File: config.mk
export PLATFORM = sky130hd
export DESIGN_NAME = trace_expect_table
export DESIGN_NICKNAME = d
export VERILOG_FILES = /design/src/rtl/trace_expect_table.sv
export SDC_FILE = /design/constraint.sdc
export NUM_CORES = 1
export LEC_CHECK = 0
export BUFFER_PORTS_ARGS = -buffer_cell sky130_fd_sc_hd__buf_2
export CAP_MARGIN = 30
export CORE_UTILIZATION = 35
export DETAILED_ROUTE_END_ITERATION = 10
export PLACE_DENSITY = 0.61
export SLEW_MARGIN = 20
export SYNTH_ARGS = -nofsm -noshare
export SYNTH_HDL_FRONTEND = slang
export SYNTH_SLANG_ARGS = --single-unit
File: constraint.sdc
create_clock -name clk -period 5.3 [get_ports clk]
set_clock_uncertainty 0.1 [all_clocks]
set_input_delay 1.06 -clock clk [delete_from_list [all_inputs] [get_ports clk]]
set_output_delay 1.06 -clock clk [all_outputs]
set_load 0.005 [all_outputs]
File: src/rtl/trace_expect_table.sv
// Expected (reg, value) table: synchronous write port, asynchronous read by index.
module trace_expect_table #(
   parameter int unsigned NUM_CHECKS = 8,
   parameter int unsigned RADDR_W    = 5,
   parameter int unsigned DATA_W     = 32,
   parameter int unsigned IDX_W      = 3
) (
   input  logic               clk,
   input  logic               we,
   input  logic [IDX_W-1:0]   widx,
   input  logic [RADDR_W-1:0] waddr,
   input  logic [DATA_W-1:0]  wdata,
   input  logic [IDX_W-1:0]   ridx,
   output logic [RADDR_W-1:0] raddr,
   output logic [DATA_W-1:0]  rdata
);

   logic [RADDR_W+DATA_W-1:0] mem [NUM_CHECKS];

   always_ff @(posedge clk) begin
      if (we) mem[widx] <= {waddr, wdata};
   end

   assign {raddr, rdata} = mem[ridx];

endmodule

# After elaboration in Yosys (flattened, before gate mapping)
# Memory sizes are Yosys's and may differ from the RTL's.
# Cells that the tools add are included.
# word_totals
in_bits	45
elab_cells	3
reg_bits	0
memories	1
output_inout_bits	37
ramBits	296
# mem_list
name	words	word_bits	read_ports	rd_clocked_by_memory_dff	wr	line_no	rtl
mem	8	37	1	0	1	18	logic [RADDR_W+DATA_W-1:0] mem [NUM_CHECKS];
# op_classes
mux	2
# op_table
operator	count
2-to-1 mux 1 bit	2

# Longest topological paths before layout
# Gate-level depths: netlist of run 1.
# logic_depth
depth_word	2
mapped_depth	4
ltp_nobuf	2

# Least setup slack after synthesis of run 1
# No wires, ideal clock.
# synth_path
path_type	input port to flip-flop
from	input port widx[2]
to	memory mem[0][0] (netlist bit), enable pin
setup_ps	478
n_path_buf	0
setup_slack_ps	942
arrival_time_ps	3781
path_stages	2
required_time_ps	4722
path_cell_list	nand2b_1 nor3_1
# synth_lines
item	line_no	rtl
start, declared	10	input logic [IDX_W-1:0] widx,
end, declared	18	
# No word-level cell before the write port.

# Worst setup path after layout of run 1
# layout_path
from	input port ridx[0]
to	output port rdata[2]
# layout_via
elab_chain_cells	1
# layout_lines
item	line_no	rtl
start, declared	13	input logic [IDX_W-1:0] ridx,
memory read (8 x 37 bit)	n/a	
end, declared	15	output logic [DATA_W-1:0] rdata
# No other way between the ends.

==> results.sh, run 1 <==
export IMPL_cts_sinks=296
export IMPL_drc=0
export IMPL_finalCritPeriodShare=0.7739
export IMPL_root_buffer="clkbuf_16"
export IMPL_cts_hold_buf=0
export IMPL_crit_type="in -> out"
export IMPL_peakVddDrop_mv=0.2645
export IMPL_drv_slew=0
export IMPL_path_cells="buf_4 -> buf_4 -> mux4_2 -> mux2_2 -> buf_2"
export IMPL_cp_end_kind="primary output"
export IMPL_layout_cells_most_common_list="edfxtp_1 (296), buf_2 (79), mux4_2 (74)"
export IMPL_overflow=0
export IMPL_cts_buffers=30
export IMPL_antenna_found_initial=5
export IMPL_p_total_mw=4.879
export IMPL_drive_gt1_frac=0.4493
export IMPL_drt_wirelength_per_cell_um=22.24
export IMPL_grt_max_degree=49
export IMPL_holdWs_ps=685.7
export IMPL_initial_core_util=0.3548
export IMPL_tns_ps=0
export IMPL_cp_arrival_ps=2940
export IMPL_cp_required_ps=4140
export IMPL_io_pins=82
export IMPL_first_global_vias=5265
export IMPL_setup_viol=0
export IMPL_fp_row_count=65
export IMPL_top_register="mem"
export IMPL_grt_setup_unrepaired="false"
export IMPL_h_tree_depth=1
export IMPL_worst_pin_slew_ps=900.6
export IMPL_grt_usage=0.1359
export IMPL_die_w_um=180.6
export IMPL_syn2layout_area_growth_pct=17.21
export IMPL_netlist_instances=440
export IMPL_syn_area_um2=11170
export IMPL_die_y_um=180.6
export IMPL_crit_path_max_incr_delay_ps=530
export IMPL_clock_fmax_mhz=243.8
export IMPL_cp_slowest_cell="mux4_2"
export IMPL_setup_ws_ps=1198
export IMPL_leakagePower_nw=4.197
export IMPL_drv_cap=0
export IMPL_path_common_cell="buf_4"
export IMPL_ant_nets=0
export IMPL_hold_viol_final=0
export IMPL_postCtsSetupBuffers=0
export IMPL_layout_commonest_cell="edfxtp_1"
export IMPL_ys_warn_count=0
export IMPL_dp_cells=919
export IMPL_grt_pass1_wl_um=32860
export IMPL_clkTransAtPathRegs_ps=60
export IMPL_drt_initial_drc_count=290
export IMPL_period_needed_ps=4102
export IMPL_status="complete, no violations"
export IMPL_ys_seq_area_frac=0.7961
export IMPL_hold_path_endpoint="mem[1][36]"
export IMPL_dpl_cell_area_um2=12150
export IMPL_synth_net_count=485
export IMPL_port_buffers=81
export IMPL_drt_wl_total_um=21700
export IMPL_utilization=0.4158
export IMPL_cts_tree="built"
export IMPL_synth_seq_cells=296
export IMPL_max_slew_margin_rel=0.3982
export IMPL_startpoint_type="input pin"
export IMPL_vias_per_cell=4.921
export IMPL_finalNonFillerCells=976
export IMPL_die_area_um2=32620
export IMPL_stdcell_area_um2=13090
export IMPL_hpwl_um=12460
export IMPL_avgSynthCellArea_um2=25.38
export IMPL_synth_distinct_cells=12
export IMPL_gp_congestion=0.6676
export IMPL_drt_pre_antenna_iters=5
export IMPL_min_path_cells=1
export IMPL_p_per_area_nw_per_um2=372.8
export IMPL_ctsLongestPathBuffers=3
export IMPL_top_regs="mem: 296 flops"
export IMPL_holdCritStartpoint="waddr[4]"
export IMPL_min_path_type="in -> reg"
export IMPL_largest_reg_flops=296
export IMPL_fp_coreArea_um2=31470
export IMPL_via_count=4803
export IMPL_dpl_worst_slack_ps=1139
export IMPL_finalNetCount=595
export IMPL_post_cts_resized=0
export IMPL_critical_path_max_fanout=33
[cells by family after synthesis]
logic type    Yosys count  synth area share
mux                   111            0.1866
flops                 296            0.7961
buf+inv                20           0.01210
simple gates           13          0.005267
[power by group]
| part | total [mW] | switching [mW] | internal, mW |
|---|---|---|---|
| Clock | 1.92 | 0.817 | 1.11 |
| Sequential | 2.67 | 0.0164 | 2.66 |
| Combinational | 0.284 | 0.146 | 0.138 |
| Total | 4.88 | 0.979 | 3.90 |
[layer usage]
metal  vias to the layer above  global-route usage  part of all wire
li1                       2117                   -                 -
met1                      2536              0.1819              0.45
met2                       108              0.2274              0.48
met3                        36             0.03072             0.057
met4                         6             0.02872             0.013
met5                         -                   0            0.0016
[final cells by class]
type                    count  area, um2
fillers                  2702      18390
flip-flops and latches    296       8889
multi-input cells         124       2197
clock buffers              36      794.5
repair buffers             98      590.6
well taps                 402      503.0
clock inverters            18      108.9
diodes                      2      5.005
[how the worst max path moves through the flow]
stage / depth (start not counted) / end / slack, ps / startpoint
after floorplan: 2 / mem[0][0] / 940 / widx[2]
after detailed placement: 5 / rdata[2] / 1140 / ridx[0]
after global placement: 5 / rdata[2] / 1160 / ridx[0]
after CTS: 5 / rdata[2] / 1140 / ridx[0]
final: 5 / rdata[2] / 1200 / ridx[0]
after global routing: 5 / rdata[2] / 1040 / ridx[0]
[synthesized netlist by cell type]
cell      number  area (um2)
nand2_1        2       7.510
nor3_1         2       10.01
buf_1          4       15.01
buf_2          5       25.02
mux2_2        37       416.7
nor2_1         6       22.52
buf_6          7       78.83
clkbuf_2       1       5.000
nand2b_1       3       18.77
clkbuf_1       3       11.26
mux4_2        74        1667
edfxtp_1     296        8889
[critical path: cells and delay by family]
kind	cells	cell delay, ps
muxes	2	820
buffers and inverters	3	1020
(Power assumes the default switching activity.)
==> inputs of run 2 (changes only) <==
ABC_AREA = 1   (was not set)
PLACE_DENSITY = 0.63   (was 0.61)
clock period = 3.6 ns   (was 5.3 ns; I/O delays follow)
==> run 2 against run 1 <==
Effect of this change:
- area after synthesis is 16% higher
- die area is 16% higher
- critical path type unchanged
- flip-flop and latch count stayed put
==> results.sh, run 2 <==
export IMPL_status="complete, no violations"
export IMPL_synthSimpleGateAreaFrac=0.1999
export IMPL_drt_wl_total_um=28640
export IMPL_grt_setup_unrepaired="false"
export IMPL_p_per_area_nw_per_um2=507.7
export IMPL_syn2layout_area_growth_pct=14.78
export IMPL_dpl_cell_area_um2=13930
export IMPL_yosys_top_cells_area="edfxtp_1 (68%), nand2_1 (14%), inv_1 (8.7%), nand3_1 (5.7%), buf_2 (1.1%)"
export IMPL_grt_usage=0.1523
export IMPL_drt_pre_antenna_iters=6
export IMPL_die_area_um2=37920
export IMPL_initial_core_util=0.3551
export IMPL_path_cells="buf_2 -> inv_2 -> buf_4 -> nand3_1 -> nand2_1 -> nand2_1 -> nand2_1 -> buf_2"
export IMPL_stdcell_area_um2=14920
export IMPL_drt_wirelength_per_cell_um=15.30
export IMPL_die_w_um=194.7
export IMPL_worst_pin_slew_ps=710.4
export IMPL_synth_main_ff_cell="edfxtp_1"
export IMPL_top_layer_used="met5"
export IMPL_cts_buffers=31
export IMPL_ant_nets=0
export IMPL_n_antenna_cell=0
export IMPL_synth_mux_area_frac=0
export IMPL_yosys_area_top_type_share=0.6837
export IMPL_critPathLaunch="ridx[1]"
export IMPL_syn_area_um2=13000
export IMPL_postCtsSetupBuffers=0
export IMPL_drt_initial_drc_count=568
export IMPL_synth_compound_area_share=0
export IMPL_startpoint_type="input pin"
export IMPL_hold_viol_final=0
export IMPL_ys_top_cells_by_count="nand2_1 (487), inv_1 (300), edfxtp_1 (296)"
export IMPL_cp_required_ps=2780
export IMPL_antenna_found_initial=2
export IMPL_drc=0
export IMPL_synth_edf_count=296
export IMPL_combPwrFrac=0.071
export IMPL_post_synth_top_count_cell="nand2_1"
export IMPL_synth_top_family_by_area="simple AND/OR/NAND/NOR gates"
export IMPL_drv_cap=0
export IMPL_worstSetupEndpoint="rdata[7]"
export IMPL_layout_commonest_cell="nand2_1"
export IMPL_finalNonFillerCells=1872
export IMPL_finalCritPeriodShare=0.8111
export IMPL_clkPwrFrac=0.410
export IMPL_grt_pass1_wl_um=44950
export IMPL_ys_async_sr_fraction=0
export IMPL_finalNetCount=1424
export IMPL_crit_path_max_incr_delay_ps=460
export IMPL_netlist_instances=1297
export IMPL_route_met3_wl_um=1248
export IMPL_critical_path_max_fanout=40
export IMPL_synth_xor_area_frac=0
export IMPL_via_count=8308
export IMPL_cp_arrival_ps=2100
export IMPL_power_frac_seq=0.519
export IMPL_cts_tree="built"
export IMPL_ys_warn_count=0
export IMPL_vias_per_cell=4.438
export IMPL_root_buffer="clkbuf_16"
export IMPL_p_int_mw=5.934
export IMPL_grt_max_degree=149
export IMPL_top_regs="mem: 296 flops"
export IMPL_top_register="mem"
export IMPL_clock_fmax_mhz=342.5
export IMPL_cp_slowest_cell="buf_4"
export IMPL_period_needed_ps=2920
export IMPL_gp_congestion=0.7334
export IMPL_synth_net_count=1342
export IMPL_p_switching_mw=1.642
export IMPL_clkTransAtPathRegs_ps=60
export IMPL_overflow=0
export IMPL_fp_coreArea_um2=36610
export IMPL_layout_cells_most_common_list="nand2_1 (487), inv_1 (299), edfxtp_1 (296)"
export IMPL_synth_fa_ha_area_frac=0
export IMPL_cts_hold_buf=0
export IMPL_wl_met1_um=13260
export IMPL_p_sw_frac=0.2168
export IMPL_port_buffers=81
export IMPL_dp_cells=1814
export IMPL_peakVddDrop_mv=0.3493
export IMPL_synth_distinct_cells=14
export IMPL_synth_seq_cells=296
export IMPL_fp_row_count=70
export IMPL_h_tree_depth=1
export IMPL_largest_reg_flops=296
export IMPL_die_y_um=194.7
export IMPL_avgSynthCellArea_um2=10.02
export IMPL_drv_slew=0
export IMPL_yosys_area_top_type="edfxtp_1"
export IMPL_leakagePower_nw=6.861
export IMPL_ys_seq_area_frac=0.6837
export IMPL_tns_ps=0
export IMPL_crit_type="in -> out"
export IMPL_io_pins=82
export IMPL_max_slew_margin_rel=0.5264
export IMPL_setup_viol=0
export IMPL_min_path_type="in -> reg"
export IMPL_ctsLongestPathBuffers=3
export IMPL_hpwl_um=15690
export IMPL_cp_end_kind="primary output"
export IMPL_first_global_vias=8035
export IMPL_path_common_cell="nand2_1"
export IMPL_drive_gt1_frac=0.1104
export IMPL_cts_sinks=296
export IMPL_post_cts_resized=0
export IMPL_met2_length_um=13480
[run 2: cell types whose count changed in the layout (fill, tap and decap cells not counted), moves of 5 or more]
cell / change
nand3_1: +148
mux2_2: -37
mux4_2: -74
buf_12: +5
nand2_1: +485
inv_1: +299
[run 2: critical path: cells and delay by family]
family | cells | cell delay (ps)
buf+inv | 4 | 900
simple gates | 4 | 440
[run 2: power groups by stage]
stage / clock, mW / sequential, mW / combinational, mW
after floorplan: 0 / 4.01 / 0.326
after global placement: 0 / 4.00 / 0.535
after detailed placement: 0 / 4.01 / 0.545
after CTS: 3.17 / 3.93 / 0.548
after global routing: 3.30 / 3.94 / 0.613
final: 3.11 / 3.93 / 0.537
[run 2: worst min path at each step]
stage | from | end | slack (ps) | cells past startpoint
2_1_floorplan | wdata[0] | mem[0][0] | 720 | 0
3_3_place_gp | wdata[12] | mem[5][12] | 890 | 1
3_5_place_dp | wdata[15] | mem[0][15] | 890 | 1
4_1_cts | wdata[15] | mem[0][15] | 310 | 1
5_1_grt | wdata[12] | mem[0][12] | 320 | 1
6_report | wdata[15] | mem[2][15] | 330 | 1
[run 2: cell type report]
class,instances,area (um2)
fill,3488,21690
sequential,296,8889
multi-input combinational,643,2659
inverter,302,1136
clock buffer,39,805.8
timing repair buffer,105,663.1
tap,468,585.6
clock inverter,19,185.2
[run 2: per-stage QoR]
step | hold slack [ps] | setup slack [ps] | power, mW | util
after CTS | 308.7 | 689.0 | 7.656 | 0.4076
after global routing | 323.4 | 604.3 | 7.853 | 0.4076
final | 325.8 | 680.1 | 7.576 | 0.4076
after detailed placement | 891.7 | 718.4 | 4.551 | 0.3806
after floorplan | 718.9 | 645.9 | 4.331 | -
after global placement | 890.0 | 685.6 | 4.537 | 0.3806
[run 2: cell families after synthesis]
family,Yosys count
and+or+nand+nor,643
buffers and inverters,358
DFF,296
[run 2: per-layer routing]
layer | GRT usage | up-vias
met4 | 0.03995 | 4
li1 | - | 4184
met2 | 0.2536 | 150
met1 | 0.2082 | 3919
met3 | 0.02238 | 51
met5 | 0 | -
==> inputs of run 3 (changes only) <==
ABC_AREA = 0   (was 1)
clock period = 2.3 ns   (was 3.6 ns; I/O delays follow)
==> run 3 against run 2 <==
Effect of this change:
- the flow now finishes with violations (setup timing)
- die area shrank 14%
- critical path depth shrank 5
- flip-flop and latch count stayed put
- cell count fell by 47%
- routed wire length shrank 22%
- first-iteration DRC count is 44% lower
- sequential power rose by 57%
- clock-buffer cell count is the same
- global-route usage shrank 1.2 points
- critical path type is now reg -> out
- largest cell class unchanged
- largest power group unchanged
==> results.sh, run 3 (same netlist as run 1, synthesis figures left out) <==
export IMPL_status="finished with violations"
export IMPL_violations="setup timing"
export IMPL_dpl_cell_area_um2=12410
export IMPL_top_register="mem"
export IMPL_period_needed_ps=2382
export IMPL_stdcell_area_um2=13750
export IMPL_port_buffers=81
export IMPL_startpoint_type="register"
export IMPL_crit_path_max_incr_delay_ps=490
export IMPL_min_path_type="in -> reg"
export IMPL_layout_cells_most_common_list="edfxtp_1 (296), mux4_2 (74), buf_2 (43)"
export IMPL_via_count=4888
export IMPL_crit_buf_inv=1
export IMPL_tns_ps=-1384
export IMPL_crit_family="multiplexers"
export IMPL_leakagePower_nw=4.555
export IMPL_vias_per_cell=4.957
export IMPL_drt_wl_total_um=22360
export IMPL_fp_coreArea_um2=31470
export IMPL_postCtsSetupBuffers=0
export IMPL_grt_pass1_wl_um=33750
export IMPL_drv_slew=0
export IMPL_utilization=0.4370
export IMPL_p_sw_frac=0.1961
export IMPL_holdWs_ps=90.58
export IMPL_p_int_mw=9.122
export IMPL_critical_path_max_fanout=1
export IMPL_p_per_area_nw_per_um2=825.1
export IMPL_gp_congestion=0.6691
export IMPL_finalNonFillerCells=986
export IMPL_overflow=0
export IMPL_cp_required_ps=1740
export IMPL_clock_fmax_mhz=419.9
export IMPL_initial_core_util=0.3548
export IMPL_h_tree_depth=1
export IMPL_hold_viol_final=0
export IMPL_ctsLongestPathBuffers=3
export IMPL_path_cells="mux4_2 -> mux2_4 -> buf_6"
export IMPL_combPwrFrac=0.076
export IMPL_largest_reg_flops=296
export IMPL_worst_pin_slew_ps=430.9
export IMPL_dp_cells=931
export IMPL_finalCritPeriodShare=1.036
export IMPL_drv_cap=0
export IMPL_drt_initial_drc_count=319
export IMPL_peakVddDrop_mv=0.5129
export IMPL_root_buffer="clkbuf_16"
export IMPL_grt_max_degree=38
export IMPL_setup_ws_ps=-81.67
export IMPL_syn2layout_area_growth_pct=23.17
export IMPL_dpl_worst_slack_ps=-110.8
export IMPL_cts_sinks=296
export IMPL_cts_tree="built"
export IMPL_drt_pre_antenna_iters=6
export IMPL_die_y_um=180.6
export IMPL_layout_commonest_cell="edfxtp_1"
export IMPL_clkTransAtPathRegs_ps=60
export IMPL_ant_nets=0
export IMPL_setup_viol=37
export IMPL_fp_row_count=65
export IMPL_p_total_mw=11.35
export IMPL_top_regs="mem: 296 flops"
export IMPL_max_slew_margin_rel=0.7127
export IMPL_antenna_found_initial=4
export IMPL_drt_wirelength_per_cell_um=22.68
export IMPL_grt_usage=0.1399
export IMPL_die_area_um2=32620
export IMPL_cp_end_kind="primary output"
export IMPL_cts_buffers=28
export IMPL_clkPwrFrac=0.382
export IMPL_power_frac_seq=0.543
export IMPL_drc=0
export IMPL_io_pins=82
export IMPL_drive_gt1_frac=0.4553
export IMPL_hpwl_um=13200
export IMPL_grt_setup_unrepaired="true"
export IMPL_p_switching_mw=2.226
export IMPL_first_global_vias=5380
export IMPL_finalNetCount=607
export IMPL_cp_arrival_ps=1820
export IMPL_die_w_um=180.6
export IMPL_cp_slowest_cell="mux4_2"
export IMPL_crit_type="reg -> out"
==> run 3: cell count changes in the layout (fill, tap and decap cells not counted), moves of 6 or more <==
cell     delta
nand3_1   -148
mux4_2     +74
buf_12      +8
nand2_1   -485
inv_1     -299
buf_4       -6
buf_2      -37
mux2_4     +36
buf_6      +37
==> run 3: repair_timing <==
action / CTS / global route
setup endpoints to repair: 37 / 37
resized for setup: 67 / 15
hold buffers: 0 / 0
cloned: 3 / 0
==> run 3: metal layers <==
metal / global-route usage / wire length [um] / vias to the layer above
met5: 0 / 26 / -
met4: 0.03282 / 291 / 4
met3: 0.03092 / 1234 / 32
met2: 0.2371 / 11080 / 129
met1: 0.1840 / 9732 / 2575
li1: - / - / 2148
==> run 3: path summary, 6_finish.rpt <==
check                 slack (ps)    endpoint  cells past startpoint  startpoint
worst max-delay path         -80   rdata[12]                      3  mem[5][12]
worst min-delay path          90  mem[7][19]                      1   wdata[19]
==> run 3: layout make-up <==
cell class                      instances  area [um2]
Fill cell                            2564       17720
Sequential cell                       296        8889
Multi-Input combinational cell        124        2345
Timing Repair Buffer                  112        1147
Clock buffer                           39       763.2
Tap cell                              402       503.0
Clock inverter                         11       101.3
Antenna cell                            2       5.005
==> run 3: power by group through the flow <==
stage,clock network [mW],registers (mW),logic [mW]
2_1_floorplan,0,6.26,0.381
5_1_grt,4.62,6.17,0.927
3_3_place_gp,0,6.26,0.690
3_5_place_dp,0,6.27,0.708
6_report,4.33,6.16,0.859
4_1_cts,4.42,6.16,0.853
